--- src/rtl/sevenseg_monitor.sv ---
// Recovers the hex value shown on a multiplexed 4-digit seven-segment display.
// Samples {an, seg}, debounces per digit, and publishes a full frame once all four digits are seen.
module sevenseg_monitor #(
    parameter int STABLE_CYCLES = 4
) (
    input  logic        clk,
    input  logic        rst,
    input  logic [6:0]  seg,
    input  logic [3:0]  an,
    output logic [15:0] value,
    output logic        valid,
    output logic        err,
    output logic [3:0]  digit_err,
    output logic        fsm_state
);

    typedef enum logic {COLLECT = 1'b0, PUBLISH = 1'b1} state_t;

    localparam logic [7:0] STABLE = 8'(STABLE_CYCLES);

    logic [3:0]  samp_an;
    logic [6:0]  samp_seg;
    logic [3:0]  prev_an;
    logic [6:0]  prev_seg;
    logic [7:0]  stable_cnt;
    logic [7:0]  cnt_next;
    logic [15:0] slots;
    logic [3:0]  captured;
    logic [3:0]  pend_err;
    state_t      state;
    state_t      state_next;

    logic        same;
    logic [3:0]  sel;
    logic        one_low;
    logic        capture;
    logic [3:0]  dec_nib;
    logic        dec_bad;

    always_comb begin
        dec_bad = 1'b0;
        dec_nib = 4'h0;
        case (samp_seg)
            7'h3F: dec_nib = 4'h0;
            7'h06: dec_nib = 4'h1;
            7'h5B: dec_nib = 4'h2;
            7'h4F: dec_nib = 4'h3;
            7'h66: dec_nib = 4'h4;
            7'h6D: dec_nib = 4'h5;
            7'h7D: dec_nib = 4'h6;
            7'h07: dec_nib = 4'h7;
            7'h7F: dec_nib = 4'h8;
            7'h6F: dec_nib = 4'h9;
            7'h77: dec_nib = 4'hA;
            7'h7C: dec_nib = 4'hB;
            7'h39: dec_nib = 4'hC;
            7'h5E: dec_nib = 4'hD;
            7'h79: dec_nib = 4'hE;
            7'h71: dec_nib = 4'hF;
            default: dec_bad = 1'b1;
        endcase
    end

    // A capture fires only on the edge where the counter first reaches STABLE,
    // so a digit held for a long time is taken once.
    always_comb begin
        same     = ({samp_an, samp_seg} == {prev_an, prev_seg});
        cnt_next = 8'd1;
        if (same) begin
            cnt_next = (stable_cnt == STABLE) ? stable_cnt : stable_cnt + 8'd1;
        end
        sel     = ~samp_an;
        one_low = (sel != 4'h0) && ((sel & (sel - 4'h1)) == 4'h0);
        capture = one_low && (cnt_next == STABLE) && (stable_cnt != STABLE);
    end

    always_comb begin
        state_next = state;
        case (state)
            COLLECT: if (captured == 4'hF) state_next = PUBLISH;
            PUBLISH: state_next = COLLECT;
            default: state_next = COLLECT;
        endcase
    end

    assign fsm_state = state;

    always_ff @(posedge clk or posedge rst) begin
        if (rst) begin
            samp_an    <= 4'hF;
            samp_seg   <= 7'h00;
            prev_an    <= 4'hF;
            prev_seg   <= 7'h00;
            stable_cnt <= 8'd0;
            state      <= COLLECT;
        end else begin
            samp_an    <= an;
            samp_seg   <= seg;
            prev_an    <= samp_an;
            prev_seg   <= samp_seg;
            stable_cnt <= cnt_next;
            state      <= state_next;
        end
    end

    always_ff @(posedge clk or posedge rst) begin
        if (rst) begin
            slots <= 16'h0000;
        end else if (capture) begin
            for (int k = 0; k < 4; k++) begin
                if (sel[k]) slots[4*k +: 4] <= dec_nib;
            end
        end
    end

    // Publishing clears the frame bookkeeping; a capture in the same cycle seeds the next frame.
    always_ff @(posedge clk or posedge rst) begin
        if (rst) begin
            captured <= 4'h0;
            pend_err <= 4'h0;
        end else if (state == PUBLISH) begin
            captured <= capture ? sel : 4'h0;
            pend_err <= (capture && dec_bad) ? sel : 4'h0;
        end else if (capture) begin
            captured <= captured | sel;
            pend_err <= (pend_err & ~sel) | (dec_bad ? sel : 4'h0);
        end
    end

    always_ff @(posedge clk or posedge rst) begin
        if (rst) begin
            value     <= 16'h0000;
            valid     <= 1'b0;
            err       <= 1'b0;
            digit_err <= 4'h0;
        end else begin
            valid <= (state == PUBLISH);
            if (state == PUBLISH) begin
                value     <= slots;
                digit_err <= pend_err;
                err       <= |pend_err;
            end
        end
    end

endmodule

--- config.mk ---
export PLATFORM = sky130hd
export DESIGN_NAME = sevenseg_monitor
export DESIGN_NICKNAME = d
export VERILOG_FILES = /design/src/rtl/sevenseg_monitor.sv
export SDC_FILE = /design/constraint.sdc
export NUM_CORES = 1
export LEC_CHECK = 0
export ABC_AREA = 1
export BUFFER_PORTS_ARGS = -buffer_cell sky130_fd_sc_hd__buf_4
export CORE_MARGIN = 5
export CORE_UTILIZATION = 25
export CTS_CLUSTER_SIZE = 14
export DETAILED_ROUTE_END_ITERATION = 16
export HOLD_SLACK_MARGIN = 0.06
export PLACE_DENSITY = 0.47
export SYNTH_ARGS = -nofsm -noshare
export SYNTH_HDL_FRONTEND = slang
export SYNTH_SLANG_ARGS = --single-unit
--- constraint.sdc ---
create_clock -name clk -period 2.5 [get_ports clk]
set_input_delay 0.125 -clock clk [delete_from_list [all_inputs] [get_ports clk]]
set_output_delay 0.125 -clock clk [all_outputs]
set_load 0.05 [all_outputs]
* After elaboration in Yosys (flattened, before gate mapping)
Cells that the tools add are included.
** Storage, ports and cells
- Output and inout bits :: 23
- Logic and storage cells :: 72
- Bits in registers :: 77
** Operators by class
- Bitwise logic cells :: 7
- Muxes and demuxes :: 13
- Reduce and logical (&&, ||, !) cells :: 13
- Add/subtract/negate cells :: 2
- Equal/unequal tests :: 21
** Operators by type and width (count)
- 7-bit == test (second input constant) :: 12
- 4-bit one-hot mux with 15 select lines :: 1
- 4-bit two-way mux :: 7
- 8-bit by 3-bit == test with 1-bit output (second input constant) :: 2
- 8-bit two-way mux :: 2
- 16-bit OR reduction :: 1
- 7-bit by 3-bit == test with 1-bit output (second input constant) :: 2
- 7-bit by 6-bit == test with 1-bit output (second input constant) :: 2
- 11-bit == test :: 1
- 8-bit by 1-bit adder with 8-bit output (second input constant) :: 1
- 4-bit bitwise AND :: 2
- 8-bit by 3-bit != test with 1-bit output (second input constant) :: 1
- 4-bit NOT :: 2
- 4-bit bitwise OR :: 2
- 2-bit AND reduction :: 4
- 4-bit == test (second input constant) :: 1
- 1-bit logical AND :: 4
- 4-bit logical NOT :: 1
- 4-bit nonzero test :: 1
- 4-bit OR reduction :: 1
- 4-bit by 1-bit subtractor with 4-bit output (second input constant) :: 1
- 1-bit two-way mux :: 2
- 1-bit one-hot mux with 2 select lines :: 1
- 2-bit nonzero test :: 1
- 1-bit NOT :: 1

* Logic depth before layout (Yosys ltp)
- Depth in word-level cells :: 10
- Depth in mapped cells :: 12
- Depth with buffers taken out :: 12

* Least setup slack after synthesis
No wires, ideal clock.
- Path type :: reg2reg
- From :: register stable_cnt[0]
- To :: register slots[0]
- Library setup time :: 0.117 ns
- Arrival time :: 1.607 ns
- Path slack :: 0.775 ns
- Path buffers :: 0
- Cell stages (with the launch flop) :: 12
- Path through :: dfrtp_1 -> inv_1 -> ha_1 -> nand3_1 -> nor2_1 -> inv_1 -> nand2_1 -> nand3_1 -> nor2_4 -> nand4_1 -> nand2_1 -> nand2_1
** On the way
- Word-level cells in the longest chain between the ends :: 7
- Elaborated cells on any way between the ends :: 9
** Ends and longest elaborated chain
- start, declared :: RTL line 25 : logic [7:0] stable_cnt;
- start signal, assigned :: RTL line 101 : stable_cnt <= cnt_next;
- 8-bit by 1-bit adder with 8-bit output / 8-bit by 3-bit == test with 1-bit output (equally long branches) :: RTL line 70 : cnt_next = (stable_cnt == STABLE) ? stable_cnt : stable_cnt + 8'd1;
- 8-bit two-way mux :: RTL line 70
- 8-bit two-way mux :: RTL line 69 : if (same) begin
- 8-bit by 3-bit == test with 1-bit output :: RTL line 74 : capture = one_low && (cnt_next == STABLE) && (stable_cnt != STABLE);
- 1-bit logical AND :: RTL line 74
- 1-bit logical AND (*) :: RTL line 74
- 2-bit AND reduction (no source line) (*)
- end signal, assigned by index :: RTL line 111 : if (sel[k]) slots[4*k +: 4] <= dec_nib;
- end, declared :: RTL line 27 : logic [15:0] slots;
Every way passes the cells marked *; elsewhere a longest branch is shown, timed or not.
A chain may end at the register's enable or synchronous reset.

* Final worst setup path
- From :: register stable_cnt[0]
- To :: register slots[5]
The elaborated chain is that of the path after synthesis.

==> metrics.txt <==
synthesis-stage register bit count 77; internal power between 2 and 2.5 mW; Synth Cell Area approximately 3400 µm²; synth top area cells dfrtp_1, nand2_1, dfstp_2; Area Growth Syn to Fin 28.1%; clock transition at the registers of the reported paths roughly 0.060 ns; Net Sw Frac around 21%; Slew headroom a little over half; first-pass GRT wire length roughly 12000 µm; Iter 0 DRT Violations between 100 and 150; vias in the first global route 2533; min Tclk post-route 2.12 ns; Crit path buffers/inverters 2; Post-Route WL between 7000 and 8000 µm; All-Layer GR Usage about a tenth; Max H-tree Level 3; clk buf depth 2; TritonCTS buffer count 9; CP peak stage delay between 0.4 and 0.5 ns; Crit Path Category reg2reg; synth unique cells 27; Root Buffer clkbuf_16; Yosys top cell by area dfrtp_1; clock skew between 0.006 and 0.007 ns; Clk pwr share between 50% and 60%; Yosys top cell area share 51.5%; drt drc 0; worst reg2reg setup slack around 0.38 ns; via count 2615; status completed; Period Utilization, post-route 84.6%; Initial Util between 20 and 30%; Overall Power roughly 2.9 mW; most frequent cells in the layout nand2_1, dfrtp_1, buf_4; share of layout cells above drive strength 1 between 10% and 20%; Fmax between 0.4 and 0.5 GHz; Core Box Area 13200 µm²; gr ovfl total 0; Core Util, Final between 30% and 40%; crit-path leading delay family simple AND/OR/NAND/NOR gates; largest net degree at the start of global routing 58; Skew-Pair Late Insertion Delay roughly 0.34 ns; First-pass DRT Iterations 4; Worst Slack Setup Final ~0.38 ns; DR vias/cell 4.17; footprint of the multi-input gates ~1300 µm²; Sink Count between 70 and 80; TritonCTS clock tree yes; # rows between 40 and 50; CP max-delay cell dfrtp_1; cells after synthesis 393; R2R cell count 11; slew at the pin with the worst max-slew slack between 0.7 and 0.8 ns; CP Capture Type flip-flop; met1 GRT Util 12.8%; io pins 36; Nets 461; ant diodes 0; RSZ-0062 raised after global routing false; data required time of the critical path approximately 2.7 ns; initial antenna violation count 0; Register Area 1940 µm²; Sw Pwr just over 0.6 mW; Syn Area/Cell 8.53 µm²; fill cell count between 1000 and 1500; Die W between 100 and 150 µm; pre-CTS setup slack just over 0.4 ns; final setup vio count 0; Hold WC Path Type in2async; Lkg Pwr around 2.2 nW; I/O Buffers 35; worst-path cell chain inv_1 -> ha_1 -> nand3_1 -> nor2_1 -> inv_1 -> nand2_1 -> nand3_1 -> nor2_4 -> nand4_1 -> nand2_1 -> nand2_1; Worst Path Arrival 2.35 ns; Setup TNS Final 0 ns; Final Wtd Congestion around 0.86; Die Ht 126 µm; Final Hold Fails 0; max cap viols 0; Startpoint Class flip-flop; die footprint approximately 16000 µm²; met3 Usage GRT 3.26%; Seq pwr share approximately 45%; Peak VDD IR 0.411 mV; cell seen most often among critical-path stages nand2_1; Antenna Nets Post-Route 0; GRT met2 Usage approximately 15%; Post-Syn Nets between 400 and 500; max-slew violation count 0; placed wire-length estimate 5070 µm; Power Density between 600 and 700 nW/µm²; synth warn 0; logic gate share of total power 4.0%; busiest metal layer after global routing met2; critical-path maximum fanout 6; post-synthesis sequential area ratio 57.8%; critical path depth 11; post-DR wirelength/cell about 11 µm; most common cell after layout, fill and taps aside nand2_1
what timing repair did:
| action | 4_1_cts | 5_1_grt |
|---|---|---|
| endpoints found under the hold margin | 27 | 0 |
| setup endpoints to repair | 0 | 0 |
| hold buffers | 12 | 0 |
| resized for setup | 0 | 0 |
| buffers inserted | 0 | 0 |
cells in the mapped netlist:
cell type / count
a21oi_1: 3
a41oi_1: 1
buf_2: 2
clkbuf_1: 5
clkinv_1: 2
dfrtp_1: 69
dfstp_2: 8
ha_1: 2
inv_1: 30
inv_2: 3
nand2_1: 174
nand2_4: 1
nand3_1: 9
nand3_2: 1
nand3_4: 1
nand3b_1: 2
nand4_1: 8
nor2_1: 33
nor2_2: 2
nor2_4: 7
nor3_1: 10
nor4_1: 2
o21ai_0: 7
o21bai_1: 1
or2_2: 1
xnor2_1: 6
xor2_1: 3
layout make-up:
type / instances / area share, %
sequential: 77 / 45.1
multi-input combinational: 274 / 29.2
timing repair buffer: 49 / 9.55
clock buffer: 11 / 5.88
tap: 176 / 5.13
inverter: 35 / 3.06
clock inverter: 5 / 2.07
kinds of logic after synthesis:
kind of cell	after synthesis	share of synthesized area, %
flip-flops	77	57.8
buffers and inverters	42	4.78
adder cells (fa/ha/maj)	2	0.746
AND/OR/NAND/NOR	251	32.4
AO/OA/AOI/OAI	12	1.98
XOR/XNOR	9	2.35
worst register-to-register path: stages, from the launching register on:
cell and delay [ns]:
dfrtp_1 0.42, inv_1 0.10, ha_1 0.15, nand3_1 0.12
nor2_1 0.20, inv_1 0.08, nand2_1 0.09, nand3_1 0.12
nor2_4 0.20, nand4_1 0.32, nand2_1 0.17, nand2_1 0.06
worst paths after layout:
| path | startpoint | end |
|---|---|---|
| max in group asynchronous | rst | prev_an[2] |
| min in group clk | samp_an[2] | prev_an[2] |
| worst max-delay path | stable_cnt[0] | slots[5] |
| worst max register to register | stable_cnt[0] | slots[5] |
| worst min-delay path | rst | stable_cnt[5] |
| worst min register to register | samp_an[2] | prev_an[2] |
stage by stage:
| step | cell area, µm² | std cells | hold WS, ns |
|---|---|---|---|
| after floorplan | 3350 | 393 | 0.129 |
| after global placement | 3830 | 599 | 0.184 |
| after detailed placement | 3830 | 599 | 0.186 |
| after CTS | 4300 | 627 | 0.385 |
| after global routing | 4300 | 627 | 0.418 |
| final | 4300 | 627 | 0.370 |
power groups by stage:
stage	logic, mW	clock network, mW	registers [mW]
after floorplan	0.0684	0	1.31
after global placement	0.102	0	1.32
after detailed placement	0.102	0	1.32
after CTS	0.117	1.52	1.29
after global routing	0.133	1.56	1.30
final	0.114	1.47	1.29
routing by layer:
layer,share of wire [%],wire (µm)
met1,49,3530
met2,44,3190
met3,5.2,377
met4,1.6,114
met5,0,0
registers in the layout (all words and copies together) (netlist names), named ones only:
name / count
captured: 4
digit_err: 4
err: 1
fsm_state: 1
prev_an: 4
prev_seg: 7
samp_an: 4
samp_seg: 7
slots: 16
stable_cnt: 8
valid: 1
value: 16
No activity file was read; power rests on OpenSTA's default activity.
